<file path="src/rtl/bus_arb_pkg.sv">
// rtl/bus_arb_pkg.sv - shared state, master-id types and helpers for bus_arbiter
package bus_arb_pkg;

    typedef enum logic [1:0] {
        IDLE = 2'd0,
        OWN0 = 2'd1,
        OWN1 = 2'd2
    } ArbState_t;

    typedef logic MasterId_t;

    localparam MasterId_t ARB_MASTER_INST = 1'b0;
    localparam MasterId_t ARB_MASTER_DATA = 1'b1;

    function automatic ArbState_t own_state(input MasterId_t id);
        return (id == ARB_MASTER_DATA) ? OWN1 : OWN0;
    endfunction

    function automatic logic [1:0] id_onehot(input MasterId_t id);
        return (id == ARB_MASTER_DATA) ? 2'b10 : 2'b01;
    endfunction

endpackage

</file>
<file path="src/rtl/bus_arbiter_if.sv">
// rtl/bus_arbiter_if.sv - request/stall bus shared by requesters, arbiter and downstream slave
interface bus_if #(
    parameter int ADDR_WIDTH = 32,
    parameter int DATA_WIDTH = 32
);
    logic [ADDR_WIDTH-1:0]   address;
    logic                    read;
    logic                    write;
    logic [DATA_WIDTH-1:0]   data_wr;
    logic [DATA_WIDTH/8-1:0] mask;
    logic                    stall;
    logic [DATA_WIDTH-1:0]   data_rd;

    modport master (
        output address, read, write, data_wr, mask,
        input  stall, data_rd
    );

    modport slave (
        input  address, read, write, data_wr, mask,
        output stall, data_rd
    );
endinterface

</file>
<file path="src/rtl/bus_arbiter_arb_pick.sv">
// rtl/bus_arbiter_arb_pick.sv - two-way winner selection, fixed m1 priority or alternate-on-tie
module arb_pick
    import bus_arb_pkg::*;
(
    input  logic [1:0] req_i,
    input  MasterId_t  last_owner_i,
    input  logic       rr_enable_i,
    output MasterId_t  winner_o,
    output logic       valid_o
);
    always_comb begin
        valid_o  = |req_i;
        winner_o = ARB_MASTER_INST;
        if (req_i == 2'b11) begin
            winner_o = rr_enable_i ? ~last_owner_i : ARB_MASTER_DATA;
        end else if (req_i[1]) begin
            winner_o = ARB_MASTER_DATA;
        end
    end
endmodule

</file>
<file path="src/rtl/bus_arbiter.sv">
// rtl/bus_arbiter.sv - shares one downstream bus between fetch (m0) and data (m1) requesters
// Define BUS_ARBITER_ROUND_ROBIN_EN to alternate the winner on ties instead of fixed m1 priority.
module bus_arbiter
    import bus_arb_pkg::*;
#(
    parameter int ADDR_WIDTH = 32,
    parameter int DATA_WIDTH = 32
) (
    input  logic       clk,
    input  logic       rst,
    bus_if.slave       m0,
    bus_if.slave       m1,
    bus_if.master      s,
    output logic [1:0] grant_o
);
    localparam int MASK_WIDTH = DATA_WIDTH / 8;

    ArbState_t             state_q, state_d;
    logic [1:0]            req;
    logic                  owner_valid, owner_req, complete;
    MasterId_t             owner_id;
    logic [1:0]            pick_req;
    MasterId_t             pick_winner;
    logic                  pick_valid;
    MasterId_t             last_owner;
    logic                  rr_enable;
    logic [ADDR_WIDTH-1:0] addr_mux;
    logic [DATA_WIDTH-1:0] wdata_mux;
    logic [MASK_WIDTH-1:0] mask_mux;
    logic                  read_mux, write_mux;

    assign req         = {m1.read | m1.write, m0.read | m0.write};
    assign owner_valid = (state_q != IDLE);
    assign owner_id    = (state_q == OWN1) ? ARB_MASTER_DATA : ARB_MASTER_INST;
    assign owner_req   = owner_valid & req[owner_id];
    assign complete    = owner_req & ~s.stall & ~rst;
    // While a transaction is owned only the other requester can be a handoff target.
    assign pick_req    = owner_valid ? (req & ~id_onehot(owner_id)) : req;

`ifdef BUS_ARBITER_ROUND_ROBIN_EN
    MasterId_t last_owner_q, last_owner_d;

    always_comb begin
        last_owner_d = last_owner_q;
        if (complete) begin
            last_owner_d = owner_id;
        end
    end

    always_ff @(posedge clk) begin
        if (rst) begin
            last_owner_q <= ARB_MASTER_INST;
        end else begin
            last_owner_q <= last_owner_d;
        end
    end

    assign last_owner = last_owner_q;
    assign rr_enable  = 1'b1;
`else
    assign last_owner = ARB_MASTER_INST;
    assign rr_enable  = 1'b0;
`endif

    arb_pick u_pick (
        .req_i        (pick_req),
        .last_owner_i (last_owner),
        .rr_enable_i  (rr_enable),
        .winner_o     (pick_winner),
        .valid_o      (pick_valid)
    );

    always_ff @(posedge clk) begin
        if (rst) begin
            state_q <= IDLE;
        end else begin
            state_q <= state_d;
        end
    end

    always_comb begin
        state_d = state_q;
        case (state_q)
            IDLE: begin
                if (pick_valid) begin
                    state_d = own_state(pick_winner);
                end
            end
            OWN0, OWN1: begin
                // Completion or abort releases the bus; a completing owner keeps it if nobody else waits.
                if (!owner_req || !s.stall) begin
                    if (pick_valid) begin
                        state_d = own_state(pick_winner);
                    end else if (!owner_req) begin
                        state_d = IDLE;
                    end
                end
            end
            default: state_d = IDLE;
        endcase
    end

    always_comb begin
        grant_o   = 2'b00;
        read_mux  = 1'b0;
        write_mux = 1'b0;
        addr_mux  = '0;
        wdata_mux = '0;
        mask_mux  = '0;
        if (owner_valid && !rst) begin
            grant_o = id_onehot(owner_id);
            if (owner_id == ARB_MASTER_DATA) begin
                read_mux  = m1.read;
                write_mux = m1.write;
                addr_mux  = m1.address;
                wdata_mux = m1.data_wr;
                mask_mux  = m1.mask;
            end else begin
                read_mux  = m0.read;
                write_mux = m0.write;
                addr_mux  = m0.address;
                wdata_mux = m0.data_wr;
                mask_mux  = m0.mask;
            end
        end
    end

    assign s.read     = read_mux;
    assign s.write    = write_mux;
    assign s.address  = addr_mux;
    assign s.data_wr  = wdata_mux;
    assign s.mask     = mask_mux;

    assign m0.stall   = req[0] & ~(complete & (owner_id == ARB_MASTER_INST));
    assign m1.stall   = req[1] & ~(complete & (owner_id == ARB_MASTER_DATA));
    assign m0.data_rd = s.data_rd;
    assign m1.data_rd = s.data_rd;
endmodule
</file>
<file path="src/flat_wrapper.sv">
// flat-port wrapper written by rule: the top's interface ports become plain ports
module bus_arbiter_flat import bus_arb_pkg::*;
#(
    parameter int ADDR_WIDTH = 32,
    parameter int DATA_WIDTH = 32
)
  (clk, rst, grant_o, m0_address, m0_read, m0_write, m0_data_wr, m0_mask, m0_stall, m0_data_rd, m1_address, m1_read, m1_write, m1_data_wr, m1_mask, m1_stall, m1_data_rd, s_address, s_read, s_write, s_data_wr, s_mask, s_stall, s_data_rd);
  bus_if #(.ADDR_WIDTH(ADDR_WIDTH), .DATA_WIDTH(DATA_WIDTH)) m0_i ();
  bus_if #(.ADDR_WIDTH(ADDR_WIDTH), .DATA_WIDTH(DATA_WIDTH)) m1_i ();
  bus_if #(.ADDR_WIDTH(ADDR_WIDTH), .DATA_WIDTH(DATA_WIDTH)) s_i ();
  input  logic clk;
  input  logic rst;
  output logic [1:0] grant_o;
  input wire logic [$bits(m0_i.address)-1:0] m0_address;
  input wire logic [$bits(m0_i.read)-1:0] m0_read;
  input wire logic [$bits(m0_i.write)-1:0] m0_write;
  input wire logic [$bits(m0_i.data_wr)-1:0] m0_data_wr;
  input wire logic [$bits(m0_i.mask)-1:0] m0_mask;
  output wire logic [$bits(m0_i.stall)-1:0] m0_stall;
  output wire logic [$bits(m0_i.data_rd)-1:0] m0_data_rd;
  input wire logic [$bits(m1_i.address)-1:0] m1_address;
  input wire logic [$bits(m1_i.read)-1:0] m1_read;
  input wire logic [$bits(m1_i.write)-1:0] m1_write;
  input wire logic [$bits(m1_i.data_wr)-1:0] m1_data_wr;
  input wire logic [$bits(m1_i.mask)-1:0] m1_mask;
  output wire logic [$bits(m1_i.stall)-1:0] m1_stall;
  output wire logic [$bits(m1_i.data_rd)-1:0] m1_data_rd;
  output wire logic [$bits(s_i.address)-1:0] s_address;
  output wire logic [$bits(s_i.read)-1:0] s_read;
  output wire logic [$bits(s_i.write)-1:0] s_write;
  output wire logic [$bits(s_i.data_wr)-1:0] s_data_wr;
  output wire logic [$bits(s_i.mask)-1:0] s_mask;
  input wire logic [$bits(s_i.stall)-1:0] s_stall;
  input wire logic [$bits(s_i.data_rd)-1:0] s_data_rd;
  assign m0_i.address = m0_address;
  assign m0_i.read = m0_read;
  assign m0_i.write = m0_write;
  assign m0_i.data_wr = m0_data_wr;
  assign m0_i.mask = m0_mask;
  assign m0_stall = m0_i.stall;
  assign m0_data_rd = m0_i.data_rd;
  assign m1_i.address = m1_address;
  assign m1_i.read = m1_read;
  assign m1_i.write = m1_write;
  assign m1_i.data_wr = m1_data_wr;
  assign m1_i.mask = m1_mask;
  assign m1_stall = m1_i.stall;
  assign m1_data_rd = m1_i.data_rd;
  assign s_address = s_i.address;
  assign s_read = s_i.read;
  assign s_write = s_i.write;
  assign s_data_wr = s_i.data_wr;
  assign s_mask = s_i.mask;
  assign s_i.stall = s_stall;
  assign s_i.data_rd = s_data_rd;
  bus_arbiter #(.ADDR_WIDTH(ADDR_WIDTH), .DATA_WIDTH(DATA_WIDTH)) u_core (.clk(clk), .rst(rst), .m0(m0_i), .m1(m1_i), .s(s_i), .grant_o(grant_o));
endmodule
</file>
<file path="config.mk">
export PLATFORM = sky130hd
export DESIGN_NAME = bus_arbiter_flat
export DESIGN_NICKNAME = d
export VERILOG_FILES = /design/src/rtl/bus_arb_pkg.sv /design/src/rtl/bus_arbiter_if.sv /design/src/rtl/bus_arbiter_arb_pick.sv /design/src/rtl/bus_arbiter.sv /design/src/flat_wrapper.sv
export SDC_FILE = /design/constraint.sdc
export NUM_CORES = 1
export LEC_CHECK = 0
export CAP_MARGIN = 5
export CORE_AREA = 2 2 122 124
export CTS_BUF_LIST = sky130_fd_sc_hd__clkbuf_8
export DETAILED_ROUTE_END_ITERATION = 6
export DIE_AREA = 0 0 124 126
export PLACE_DENSITY = 0.56
export REMOVE_ABC_BUFFERS = 1
export SLEW_MARGIN = 10
export SYNTH_ARGS = -nofsm -noshare
export SYNTH_HDL_FRONTEND = slang
export SYNTH_SLANG_ARGS = --single-unit
</file>
<file path="constraint.sdc">
create_clock -name clk -period 5 [get_ports clk]
set_input_delay 0.5 -clock clk [delete_from_list [all_inputs] [get_ports clk]]
set_output_delay 0.5 -clock clk [all_outputs]
set_load 0.05 [all_outputs]
</file>
==> summary.txt, run 1 <==
ROUTING
-----------------------------------------------------------------------------------------------------
Drt first pass iters ...................................................................            4
Drt drc ................................................................................            0
Routed vias ............................................................................         2289
Starting DRT DRC Count .................................................................          103
Detail-routed via count per cell .......................................................         3.95
Total wire length after detailed routing ...............................................     10300 um
Count of antenna-violating nets left after detailed routing ............................            0
Routed wire length per instance ........................................................      17.8 um

YOSYS
-----------------------------------------------------------------------------------------------------
Number of standard cells after synthesis ...............................................          255
Post-synth EDFFs .......................................................................            0
Largest area contributor in the synthesized netlist .................................... sky130_fd_sc_hd__mux2i_1
Area share of the leading cell type in the synthesized netlist .........................        39.5%
Top cells by area, synth ............................................................... sky130_fd_sc_hd__mux2i_1 (40%), sky130_fd_sc_hd__buf_4 (27%), sky130_fd_sc_hd__nor2_1 (16%), sky130_fd_sc_hd__buf_2 (3.9%), sky130_fd_sc_hd__ha_1 (2.8%)
Multiplexer fraction of the synthesized cell area ......................................        40.4%
Count of warnings emitted by yosys .....................................................            0
Fraction of synthesized cell area in xor and xnor cells ................................           0%
Fraction of the mapped netlist area in compound gates ..................................        2.30%
Flop and latch count out of synthesis ..................................................            2
Area share of and/or/nand/nor cells after synthesis ....................................        20.3%
Number of different library cells in the post-synthesis netlist ........................           21
Sequential element share of the synthesized area .......................................        2.23%
Most used DFF post-synth ............................................................... sky130_fd_sc_hd__dfxtp_1
Combined area of all synthesized cells .................................................   1800 sq um
Synth Area per Inst ....................................................................   7.05 sq um
Async S/R FF share, synth ..............................................................           0%
Post-synthesis share of cell area spent on full adders, half adders and majority gates .        2.78%
Main combinational cell family by area after synthesis ................................. multiplexers

CELLS AND AREA
-----------------------------------------------------------------------------------------------------
Top reg by flops ....................................................................... u_core.state_q
N_diodes ...............................................................................            0
Fraction of layout instances using a drive strength above 1 ............................        2.78%
Fin nets ...............................................................................          577
Final Instance Area ....................................................................   3700 sq um
Largest register FFs ...................................................................            2
Final std cells w/o fill ...............................................................          580
FILL cells .............................................................................         1587
Registers with the most flip-flops ..................................................... u_core.state_q x2
Area Overhead vs Synth .................................................................         106%

GRT
-----------------------------------------------------------------------------------------------------
First-pass GRT wire length .............................................................     13800 um
Vias in the first global route .........................................................         2388
Global route overflow ..................................................................            0
Largest net degree at the start of global routing ......................................           62
Antenna violations before repair .......................................................            0
Total global routing track utilization .................................................        11.9%

PLACEMENT
-----------------------------------------------------------------------------------------------------
Final weighted congestion of routability-driven global placement .......................        0.760
Placed wire-length estimate ............................................................      8800 um
Number of buffers added on ports .......................................................          216
Placed instance count ..................................................................          577
Placed Area ............................................................................   3660 sq um

PWR
-----------------------------------------------------------------------------------------------------
PwrDens ................................................................................  209 nW/um^2
Total Power Consumption ................................................................       771 uW
Leakage power of the design ............................................................   0.00134 uW
Peak supply drop .......................................................................   0.000102 V

CLOCK TREE
-----------------------------------------------------------------------------------------------------
Number of buffers inserted during clock tree synthesis .................................            3
Max H-tree Level .......................................................................            1
Clk_lat worst skew .....................................................................      0.21 ns
Buffers inserted during post-CTS setup optimization ....................................            0
Hold-fix buffer count after cts ........................................................            0
TritonCTS clock tree ...................................................................        built
Clock transition at path regs ..........................................................      0.03 ns
Count of cells resized by post-cts repair ..............................................            0
CTS Root Buffer Type ................................................................... sky130_fd_sc_hd__clkbuf_8
Number of buffers between clock root and the deepest sink ..............................            2
Num Clock Sinks ........................................................................            2

WORST SETUP PATH
-----------------------------------------------------------------------------------------------------
Critical path class .................................................................... flop to primary output
CP required ............................................................................      4.50 ns
Category of the worst setup path capture point ......................................... primary output
Arrival time reported for the critical path endpoint ...................................      2.99 ns
Startpoint type of the worst setup path ................................................         flop
Top fanout value on the critical path ..................................................           61

TIMING
-----------------------------------------------------------------------------------------------------
Share of the cycle needed by the critical path after routing ...........................        69.9%
Final Critical Period ..................................................................      3.49 ns
Final Hold Fails .......................................................................            0
Setup repair after global routing missed its margin ....................................        false
Worst Max-Slew Pin Slew ................................................................      1.07 ns
Final setup violating endpoints ........................................................            0
Total count of max-transition violations in the final report ...........................            0
Slew headroom ..........................................................................        28.4%
Max Clock Skew .........................................................................   0.00481 ns
Achievable clock frequency .............................................................      286 MHz
Sum Neg Setup Slack ....................................................................         0 ns
Hold slack .............................................................................     0.581 ns

FLOORPLANNING
-----------------------------------------------------------------------------------------------------
Die footprint ..........................................................................  15600 sq um
Chip width .............................................................................       124 um
Initial core utilization ...............................................................        12.6%
Number of placed I/O pins ..............................................................          313
Number of rows created at floorplan ....................................................           44
Height of the die ......................................................................       126 um
Core footprint .........................................................................  14300 sq um

JOB
-----------------------------------------------------------------------------------------------------
Count of maximum capacitance violations ................................................            0

HOLD PATH
-----------------------------------------------------------------------------------------------------
Hold crit path type .................................................................... flop to flop

RUN STATUS
-----------------------------------------------------------------------------------------------------
Outcome ................................................................................ complete, no violations

## worst max-delay path: stages, from the launching register on
cell	delay (ns)
sky130_fd_sc_hd__dfxtp_1	0.31
sky130_fd_sc_hd__inv_1	0.16
sky130_fd_sc_hd__ha_4	0.88
sky130_fd_sc_hd__buf_4	0.37
sky130_fd_sc_hd__mux2i_1	0.10
sky130_fd_sc_hd__nor2_1	0.10
sky130_fd_sc_hd__clkdlybuf4s50_1	0.82
## cells in the mapped netlist, drive strengths merged (2+ instances only)
| cell type | number |
|---|---|
| or2 | 3 |
| o2111ai | 2 |
| buf | 79 |
| inv | 4 |
| mux2i | 71 |
| nor2 | 76 |
| ha | 4 |
| dfxtp | 2 |
| nor3 | 2 |
| a21oi | 3 |
## final cells by class
type	instances	area, sq um	share of cell area (%)
tap	184	230	6.23
multi-input combinational	169	1190	32.3
clock buffer	3	41.3	1.12
inverter	4	15.0	0.406
timing repair buffer	218	2180	58.9
sequential	2	40.0	1.08
## placed cells by master, fill, tap and decap left out
master,instances
sky130_fd_sc_hd__ha_1,3
sky130_fd_sc_hd__or4_1,1
sky130_fd_sc_hd__nand3_1,1
sky130_fd_sc_hd__mux2i_1,71
sky130_fd_sc_hd__or2_1,1
sky130_fd_sc_hd__nand2b_1,1
sky130_fd_sc_hd__o2111ai_1,2
sky130_fd_sc_hd__dfxtp_1,2
sky130_fd_sc_hd__clkdlybuf4s50_1,216
sky130_fd_sc_hd__nor3_1,2
sky130_fd_sc_hd__a32oi_1,1
sky130_fd_sc_hd__nor2_1,76
sky130_fd_sc_hd__and3_4,1
sky130_fd_sc_hd__mux2_4,1
sky130_fd_sc_hd__and2b_1,1
sky130_fd_sc_hd__nor3b_2,1
sky130_fd_sc_hd__inv_1,4
sky130_fd_sc_hd__or2_2,2
sky130_fd_sc_hd__ha_4,1
sky130_fd_sc_hd__buf_4,2
sky130_fd_sc_hd__clkbuf_8,3
sky130_fd_sc_hd__a21oi_1,3
## worst paths after layout
path	depth (start not counted)	from	slack [ns]	endpoint
max reg2reg	6	u_core.state_q[0]	2.71	u_core.state_q[0]
max	6	u_core.state_q[0]	1.51	s_address[9]
min	2	u_core.state_q[1]	0.58	u_core.state_q[1]
min reg2reg	2	u_core.state_q[1]	0.58	u_core.state_q[1]
## per-layer routing
layer | vias to the layer above | global-route usage (%) | part of all wire, % | routed length (um)
li1 | 1057 | - | - | -
met1 | 989 | 13.4 | 39 | 4050
met2 | 235 | 16.4 | 37 | 3850
met3 | 4 | 11.5 | 22 | 2250
met4 | 4 | 0.463 | 0.097 | 10
met5 | - | 9.54 | 1.6 | 164
## cell families (layout without fill, tap and decap cells)
kind of cell	Yosys count	after routing
mux	72	72
compound gates	6	6
buf+inv	84	225
fa+ha+maj	4	4
flops	2	2
simple gates	87	87
## metrics by stage
step | utilization, % | worst slack [ns]
after floorplan | - | 0.647
final | 25.8 | 1.51
after CTS | 25.8 | 1.48
after global routing | 25.8 | 1.30
after global placement | 25.5 | 1.49
after detailed placement | 25.5 | 1.46
## report_power, final
group          internal (uW)  switching (uW)
logic                    300             387
registers               18.6            3.38
clock network           50.8            11.6
total                    369             402
(Power assumes the default switching activity.)
==> run 2: changes to the inputs <==
--- a/config.mk
+++ b/config.mk
@@ -6,11 +6,11 @@
 export NUM_CORES = 1
 export LEC_CHECK = 0
 export CAP_MARGIN = 5
-export CORE_AREA = 2 2 122 124
+export CORE_AREA = 2 2 121 123
 export CTS_BUF_LIST = sky130_fd_sc_hd__clkbuf_8
 export DETAILED_ROUTE_END_ITERATION = 6
-export DIE_AREA = 0 0 124 126
-export PLACE_DENSITY = 0.56
+export DIE_AREA = 0 0 123 125
+export PLACE_DENSITY = 0.57
 export REMOVE_ABC_BUFFERS = 1
 export SLEW_MARGIN = 10
 export SYNTH_ARGS = -nofsm -noshare
==> constraint.sdc (replaced) <==
create_clock -name clk -period 3.39 [get_ports clk]
set_input_delay 0.339 -clock clk [delete_from_list [all_inputs] [get_ports clk]]
set_output_delay 0.339 -clock clk [all_outputs]
set_load 0.05 [all_outputs]
==> run 2 against run 1 <==
  * First-iteration DRC count shrank 48%
  * Power grew 47%
  * Cell count grew 0.34%
  * Critical endpoint is now s_data_wr[12]
  * Clock power grew 52%
==> summary.txt, run 2 (synthesized netlist as in run 1, its figures left out) <==
TIMING
-------------------------------------------------------------------------------------
Total count of max-transition violations in the final report ...........            0   unchanged
Final setup violating endpoints ........................................            0   unchanged
Worst Max-Slew Pin Slew ................................................     0.597 ns   was 1.07 ns
Share of the cycle needed by the critical path after routing ...........        84.5%
Max Clock Skew .........................................................  0.000270 ns   was 0.00481 ns
Achievable clock frequency .............................................      349 MHz
Final Critical Period ..................................................      2.86 ns
Final Hold Fails .......................................................            0   unchanged
Setup repair after global routing missed its margin ....................        false   unchanged
Slew headroom ..........................................................        60.2%   was 28.4%

ROUTING
-------------------------------------------------------------------------------------
Drt first pass iters ...................................................            4   unchanged
Detail-routed via count per cell .......................................         3.96   was 3.95
Count of antenna-violating nets left after detailed routing ............            0   unchanged
Starting DRT DRC Count .................................................           54   was 103
Drt drc ................................................................            0   unchanged
Total wire length after detailed routing ...............................      9860 um   was 10300 um
Routed wire length per instance ........................................      16.9 um   was 17.8 um
Routed vias ............................................................         2307   was 2289

FLOORPLANNING
-------------------------------------------------------------------------------------
Number of placed I/O pins ..............................................          313   unchanged
Core footprint .........................................................  14200 sq um   was 14300 sq um
Initial core utilization ...............................................        12.7%   was 12.6%
Chip width .............................................................       123 um   was 124 um
Die footprint ..........................................................  15400 sq um   was 15600 sq um
Number of rows created at floorplan ....................................           44   unchanged
Height of the die ......................................................       125 um   was 126 um

PWR
-------------------------------------------------------------------------------------
Peak supply drop .......................................................  0.0000962 V   was 0.000102 V
PwrDens ................................................................  305 nW/um^2   was 209 nW/um^2
Leakage power of the design ............................................   0.00138 uW   was 0.00134 uW

PLACEMENT
-------------------------------------------------------------------------------------
Placed Area ............................................................   3670 sq um   was 3660 sq um
Number of buffers added on ports .......................................          216   unchanged
Final weighted congestion of routability-driven global placement .......        0.834   was 0.760
Placed wire-length estimate ............................................      8570 um   was 8800 um
Placed instance count ..................................................          579   was 577

GRT
-------------------------------------------------------------------------------------
Vias in the first global route .........................................         2302   was 2388
Met3 global-route usage ................................................        13.5%   was 11.5%
Global route overflow ..................................................            0   unchanged
First-pass GRT wire length .............................................     13200 um   was 13800 um
Met1 Usage GRT .........................................................        11.0%   was 13.4%
Total global routing track utilization .................................        11.4%   was 11.9%
Global-route track usage on met2 .......................................        16.1%   was 16.4%
Routing layer with the top usage in global route .......................         met2   unchanged
Antenna violations before repair .......................................            0   unchanged
Largest net degree at the start of global routing ......................           38   was 62

CLOCK TREE
-------------------------------------------------------------------------------------
Number of buffers inserted during clock tree synthesis .................            3   unchanged
Clock transition at path regs ..........................................      0.03 ns   about the same
Hold-fix buffer count after cts ........................................            0   unchanged
Clk_lat worst skew .....................................................      0.21 ns   about the same
Max H-tree Level .......................................................            1   unchanged
Buffers inserted during post-CTS setup optimization ....................            0   unchanged
CTS Root Buffer Type ................................................... sky130_fd_sc_hd__clkbuf_8   unchanged
Count of cells resized by post-cts repair ..............................            0   unchanged
Number of buffers between clock root and the deepest sink ..............            2   unchanged
TritonCTS clock tree ...................................................        built   unchanged
Num Clock Sinks ........................................................            2   unchanged

WORST SETUP PATH
-------------------------------------------------------------------------------------
Critical path class .................................................... flop to primary output   unchanged
Startpoint type of the worst setup path ................................         flop   unchanged
Category of the worst setup path capture point ......................... primary output   unchanged
Arrival time reported for the critical path endpoint ...................      2.53 ns   was 2.99 ns
Top fanout value on the critical path ..................................           37   was 61
CP required ............................................................      3.05 ns   was 4.50 ns

CELLS AND AREA
-------------------------------------------------------------------------------------
Commonest cells after routing, fill and taps aside ..................... sky130_fd_sc_hd__clkdlybuf4s50_1 (206), sky130_fd_sc_hd__nor2_1 (76), sky130_fd_sc_hd__mux2i_1 (71)   was sky130_fd_sc_hd__clkdlybuf4s50_1 (216), sky130_fd_sc_hd__nor2_1 (76), sky130_fd_sc_hd__mux2i_1 (71)
Most frequent standard cell in the layout excluding fill and tap cells . sky130_fd_sc_hd__clkdlybuf4s50_1   unchanged
Area Overhead vs Synth .................................................         106%   about the same
Largest register FFs ...................................................            2   unchanged
N_diodes ...............................................................            0   unchanged
Final Instance Area ....................................................   3710 sq um   was 3700 sq um
Registers with the most flip-flops ..................................... u_core.state_q x2   unchanged
Fraction of layout instances using a drive strength above 1 ............        5.78%   was 2.78%
Top reg by flops ....................................................... u_core.state_q   unchanged
Fin nets ...............................................................          579   was 577
Final std cells w/o fill ...............................................          582   was 580

RUN STATUS
-------------------------------------------------------------------------------------
Outcome ................................................................ complete, no violations   unchanged

HOLD PATH
-------------------------------------------------------------------------------------
Hold crit path type .................................................... flop to flop   unchanged

JOB
-------------------------------------------------------------------------------------
Count of maximum capacitance violations ................................            0   unchanged

## run 2: worst max-delay path: stages, from the launching register on
cell,delay [ns]
sky130_fd_sc_hd__dfxtp_1,0.43
sky130_fd_sc_hd__inv_1,0.07
sky130_fd_sc_hd__ha_1,0.23
sky130_fd_sc_hd__or2_2,0.32
sky130_fd_sc_hd__buf_4,0.25
sky130_fd_sc_hd__nor2_1,0.16
sky130_fd_sc_hd__clkdlybuf4s50_1,0.82
## run 2: where the power goes
group | internal [uW] | switching (uW) | leakage [uW]
combinational | 439 | 567 | 0.00134
clock | 75.2 | 19.8 | 0.0000216
sequential | 27.4 | 5.31 | 0.0000165
total | 542 | 592 | 0.00138
## run 2: per-stage QoR
stage / utilization, % / setup WS (ns) / TNS, ns / power [uW] / hold slack (ns)
global route: 26.1 / 0.340 / 0 / 1200 / 0.617
finish: 26.1 / 0.525 / 0 / 1130 / 0.569
CTS: 26.1 / 0.518 / 0 / 1150 / 0.574
global placement: 25.8 / 0.677 / 0 / 1040 / 0.554
detailed placement: 25.8 / 0.673 / 0 / 1050 / 0.570
floorplan: - / -0.802 / -50.58 / 678 / 0.496
## run 2: layer usage
metal / vias up / share of wire, % / wire, um
met3: 6 / 27 / 2660
met5: - / 0.64 / 63
met1: 999 / 34 / 3320
met4: 4 / 0.16 / 16
li1: 1066 / - / -
met2: 232 / 39 / 3800
## run 2: area by class of cell
type / count / area (sq um)
timing repair buffer: 220 / 2190
inverter: 4 / 15.0
multi-input combinational: 169 / 1190
sequential: 2 / 40.0
clock buffer: 3 / 41.3
fill: 1552 / 10500
tap: 184 / 230
## run 2: final timing paths
| kind | slack (ns) | cells after the start | from | to |
|---|---|---|---|---|
| min | 0.57 | 2 | u_core.state_q[1] | u_core.state_q[1] |
| max | 0.53 | 6 | u_core.state_q[1] | s_data_wr[12] |
| max reg2reg | 1.41 | 7 | u_core.state_q[0] | u_core.state_q[0] |
| min reg2reg | 0.57 | 2 | u_core.state_q[1] | u_core.state_q[1] |
==> run 3: changes to the inputs <==
==> constraint.sdc (replaced) <==
create_clock -name clk -period 2.8 [get_ports clk]
set_input_delay 0.28 -clock clk [delete_from_list [all_inputs] [get_ports clk]]
set_output_delay 0.28 -clock clk [all_outputs]
set_load 0.05 [all_outputs]
==> run 3 against run 2 <==
  * Flip-flop and latch count did not move
  * Via count grew 0.69%
  * Clock-buffer cell count stayed put
  * Clock power grew 18%
  * Utilization down 0.95 points
  * Critical endpoint is now s_address[19]
==> summary.txt, run 3 (synthesized netlist as in run 1, its figures left out) <==
RUN STATUS
-------------------------------------------------------------------------------------
Outcome ................................................................ complete, no violations   unchanged

PLACEMENT
-------------------------------------------------------------------------------------
Placed instance count ..................................................          579   unchanged
Placed wire-length estimate ............................................      8430 um   was 8570 um
Number of buffers added on ports .......................................          216   unchanged
Final weighted congestion of routability-driven global placement .......        0.892   was 0.834
Placed Area ............................................................   3540 sq um   was 3670 sq um

TIMING
-------------------------------------------------------------------------------------
Max Clock Skew .........................................................   0.00326 ns   was 0.000270 ns
Slew headroom ..........................................................        55.3%   was 60.2%
Final Hold Fails .......................................................            0   unchanged
Hold slack .............................................................     0.560 ns   was 0.569 ns
Share of the cycle needed by the critical path after routing ...........        88.3%
Final setup violating endpoints ........................................            0   unchanged
Total count of max-transition violations in the final report ...........            0   unchanged
Worst Max-Slew Pin Slew ................................................     0.671 ns   was 0.597 ns
Setup repair after global routing missed its margin ....................        false   unchanged
Final Critical Period ..................................................      2.47 ns
Achievable clock frequency .............................................      404 MHz

FLOORPLANNING
-------------------------------------------------------------------------------------
Chip width .............................................................       123 um   unchanged
Initial core utilization ...............................................        12.7%   unchanged
Die footprint ..........................................................  15400 sq um   unchanged
Number of placed I/O pins ..............................................          313   unchanged
Height of the die ......................................................       125 um   unchanged
Core footprint .........................................................  14200 sq um   unchanged
Number of rows created at floorplan ....................................           44   unchanged

WORST SETUP PATH
-------------------------------------------------------------------------------------
Startpoint type of the worst setup path ................................         flop   unchanged
Top fanout value on the critical path ..................................           41   was 37
Worst-path cell with the longest stage delay ........................... sky130_fd_sc_hd__or2_2   was sky130_fd_sc_hd__clkdlybuf4s50_1
Category of the worst setup path capture point ......................... primary output   unchanged
Delay of the slowest cell on the worst path ............................      0.57 ns   was 0.82 ns
CP required ............................................................      2.52 ns   was 3.05 ns
Worst path buffer plus inverter count ..................................            3   unchanged
Stages on the worst setup path .........................................            6   unchanged
Critical path class .................................................... flop to primary output   unchanged
List of cells traversed by the critical path ........................... inv_1 -> ha_1 -> or2_2 -> buf_12 -> nor2_1 -> buf_4   was inv_1 -> ha_1 -> or2_2 -> buf_4 -> nor2_1 -> clkdlybuf4s50_1
R2r endpoint ........................................................... u_core.state_q[0]   unchanged
Register-to-Register Path Depth ........................................            6   was 7
Cell family with most CP delay ......................................... simple AND/OR/NAND/NOR gates   was buffers and inverters
Startpoint of the worst-slack reg-to-reg timing path ................... u_core.state_q[0]   unchanged
Arrival time reported for the critical path endpoint ...................      2.19 ns   was 2.53 ns
Reg-to-reg setup timing slack ..........................................      1.03 ns   was 1.41 ns

CLOCK TREE
-------------------------------------------------------------------------------------
Number of buffers inserted during clock tree synthesis .................            3   unchanged
Hold-fix buffer count after cts ........................................            0   unchanged
Count of cells resized by post-cts repair ..............................            0   unchanged
Clk_lat worst skew .....................................................      0.21 ns   about the same
TritonCTS clock tree ...................................................        built   unchanged
Buffers inserted during post-CTS setup optimization ....................            0   unchanged
CTS Root Buffer Type ................................................... sky130_fd_sc_hd__clkbuf_8   unchanged
Num Clock Sinks ........................................................            2   unchanged
Clock transition at path regs ..........................................      0.03 ns   about the same
Max H-tree Level .......................................................            1   unchanged
Number of buffers between clock root and the deepest sink ..............            2   unchanged

CELLS AND AREA
-------------------------------------------------------------------------------------
FILL cells .............................................................         1553   was 1552
Largest register FFs ...................................................            2   unchanged
Fraction of layout instances using a drive strength above 1 ............        21.9%   was 5.78%
Registers with the most flip-flops ..................................... u_core.state_q x2   unchanged
Final Instance Area ....................................................   3580 sq um   was 3710 sq um
Most frequent standard cell in the layout excluding fill and tap cells . sky130_fd_sc_hd__clkdlybuf4s50_1   unchanged
Area Overhead vs Synth .................................................        99.0%   was 106%
Final core utilization .................................................        25.2%   was 26.1%
Top reg by flops ....................................................... u_core.state_q   unchanged
N_diodes ...............................................................            0   unchanged
Commonest cells after routing, fill and taps aside ..................... sky130_fd_sc_hd__clkdlybuf4s50_1 (142), sky130_fd_sc_hd__nor2_1 (76), sky130_fd_sc_hd__buf_4 (74)   was sky130_fd_sc_hd__clkdlybuf4s50_1 (206), sky130_fd_sc_hd__nor2_1 (76), sky130_fd_sc_hd__mux2i_1 (71)
Final std cells w/o fill ...............................................          582   unchanged
Fin nets ...............................................................          579   unchanged

HOLD PATH
-------------------------------------------------------------------------------------
Hold crit path type .................................................... input pin to primary output   was flop to flop
Hold path startpoint ................................................... s_data_rd[16]   was u_core.state_q[1]
Hold Path Depth ........................................................            0   was 2
Sink of the worst hold path ............................................ m0_data_rd[16]   was u_core.state_q[1]

GRT
-------------------------------------------------------------------------------------
Global-route track usage on met2 .......................................        17.0%   was 16.1%
Vias in the first global route .........................................         2394   was 2302
Largest net degree at the start of global routing ......................           42   was 38
Met1 Usage GRT .........................................................        13.1%   was 11.0%
First-pass GRT wire length .............................................     13500 um   was 13200 um
Total global routing track utilization .................................        11.6%   was 11.4%
Met3 global-route usage ................................................        10.1%   was 13.5%
Routing layer with the top usage in global route .......................         met2   unchanged
Global route overflow ..................................................            0   unchanged
Antenna violations before repair .......................................            0   unchanged

ROUTING
-------------------------------------------------------------------------------------
Routed wire length per instance ........................................      16.8 um   was 16.9 um
Total wire length after detailed routing ...............................      9780 um   was 9860 um
Count of antenna-violating nets left after detailed routing ............            0   unchanged
Starting DRT DRC Count .................................................           93   was 54
Routed vias ............................................................         2323   was 2307
Detail-routed via count per cell .......................................         3.99   was 3.96
Drt drc ................................................................            0   unchanged
Drt first pass iters ...................................................            4   unchanged

PWR
-------------------------------------------------------------------------------------
Total Power Consumption ................................................      1360 uW   was 1130 uW
Leakage power of the design ............................................   0.00151 uW   was 0.00138 uW
Peak supply drop .......................................................   0.000127 V   was 0.0000962 V
PwrDens ................................................................  380 nW/um^2   was 305 nW/um^2

JOB
-------------------------------------------------------------------------------------
Count of maximum capacitance violations ................................            0   unchanged

==> run 3: changes by cell type in the layout (fill, tap and decap cells not counted), sizes merged <==
cell,previous run,this run
clkdlybuf4s50,206,142
buf,14,78
==> run 3: layer usage <==
metal | vias up | share of wire [%]
li1 | 1066 | -
met1 | 1018 | 37
met2 | 231 | 40
met3 | 6 | 22
met4 | 2 | 0.18
met5 | - | 0.85
==> run 3: where the power goes <==
group | switching [uW] | internal, uW | total, uW
clock network | 21.4 | 90.8 | 112
registers | 6.18 | 33.2 | 39.4
logic | 692 | 515 | 1210
==> run 3: how the worst max path moves through the flow <==
stage,startpoint,endpoint
detailed placement,rst,m1_stall
CTS,u_core.state_q[1],s_data_wr[12]
finish,u_core.state_q[1],s_address[19]
global placement,rst,m1_stall
floorplan,u_core.state_q[0],m1_stall
global route,u_core.state_q[1],s_data_wr[12]
==> run 3: layout make-up <==
class / instances / area (sq um) / area share, %
inverter: 4 / 15.0 / 0.420
timing repair buffer: 220 / 2060 / 57.5
clock buffer: 3 / 41.3 / 1.15
sequential: 2 / 40.0 / 1.12
tap: 184 / 230 / 6.44
multi-input combinational: 169 / 1190 / 33.4
==> run 3: through the flow <==
stage	setup slack (ns)	setup TNS (ns)
CTS	0.260	0
floorplan	-1.33	-89.46
global route	0.122	0
finish	0.327	0
global placement	0.472	0
detailed placement	0.461	0
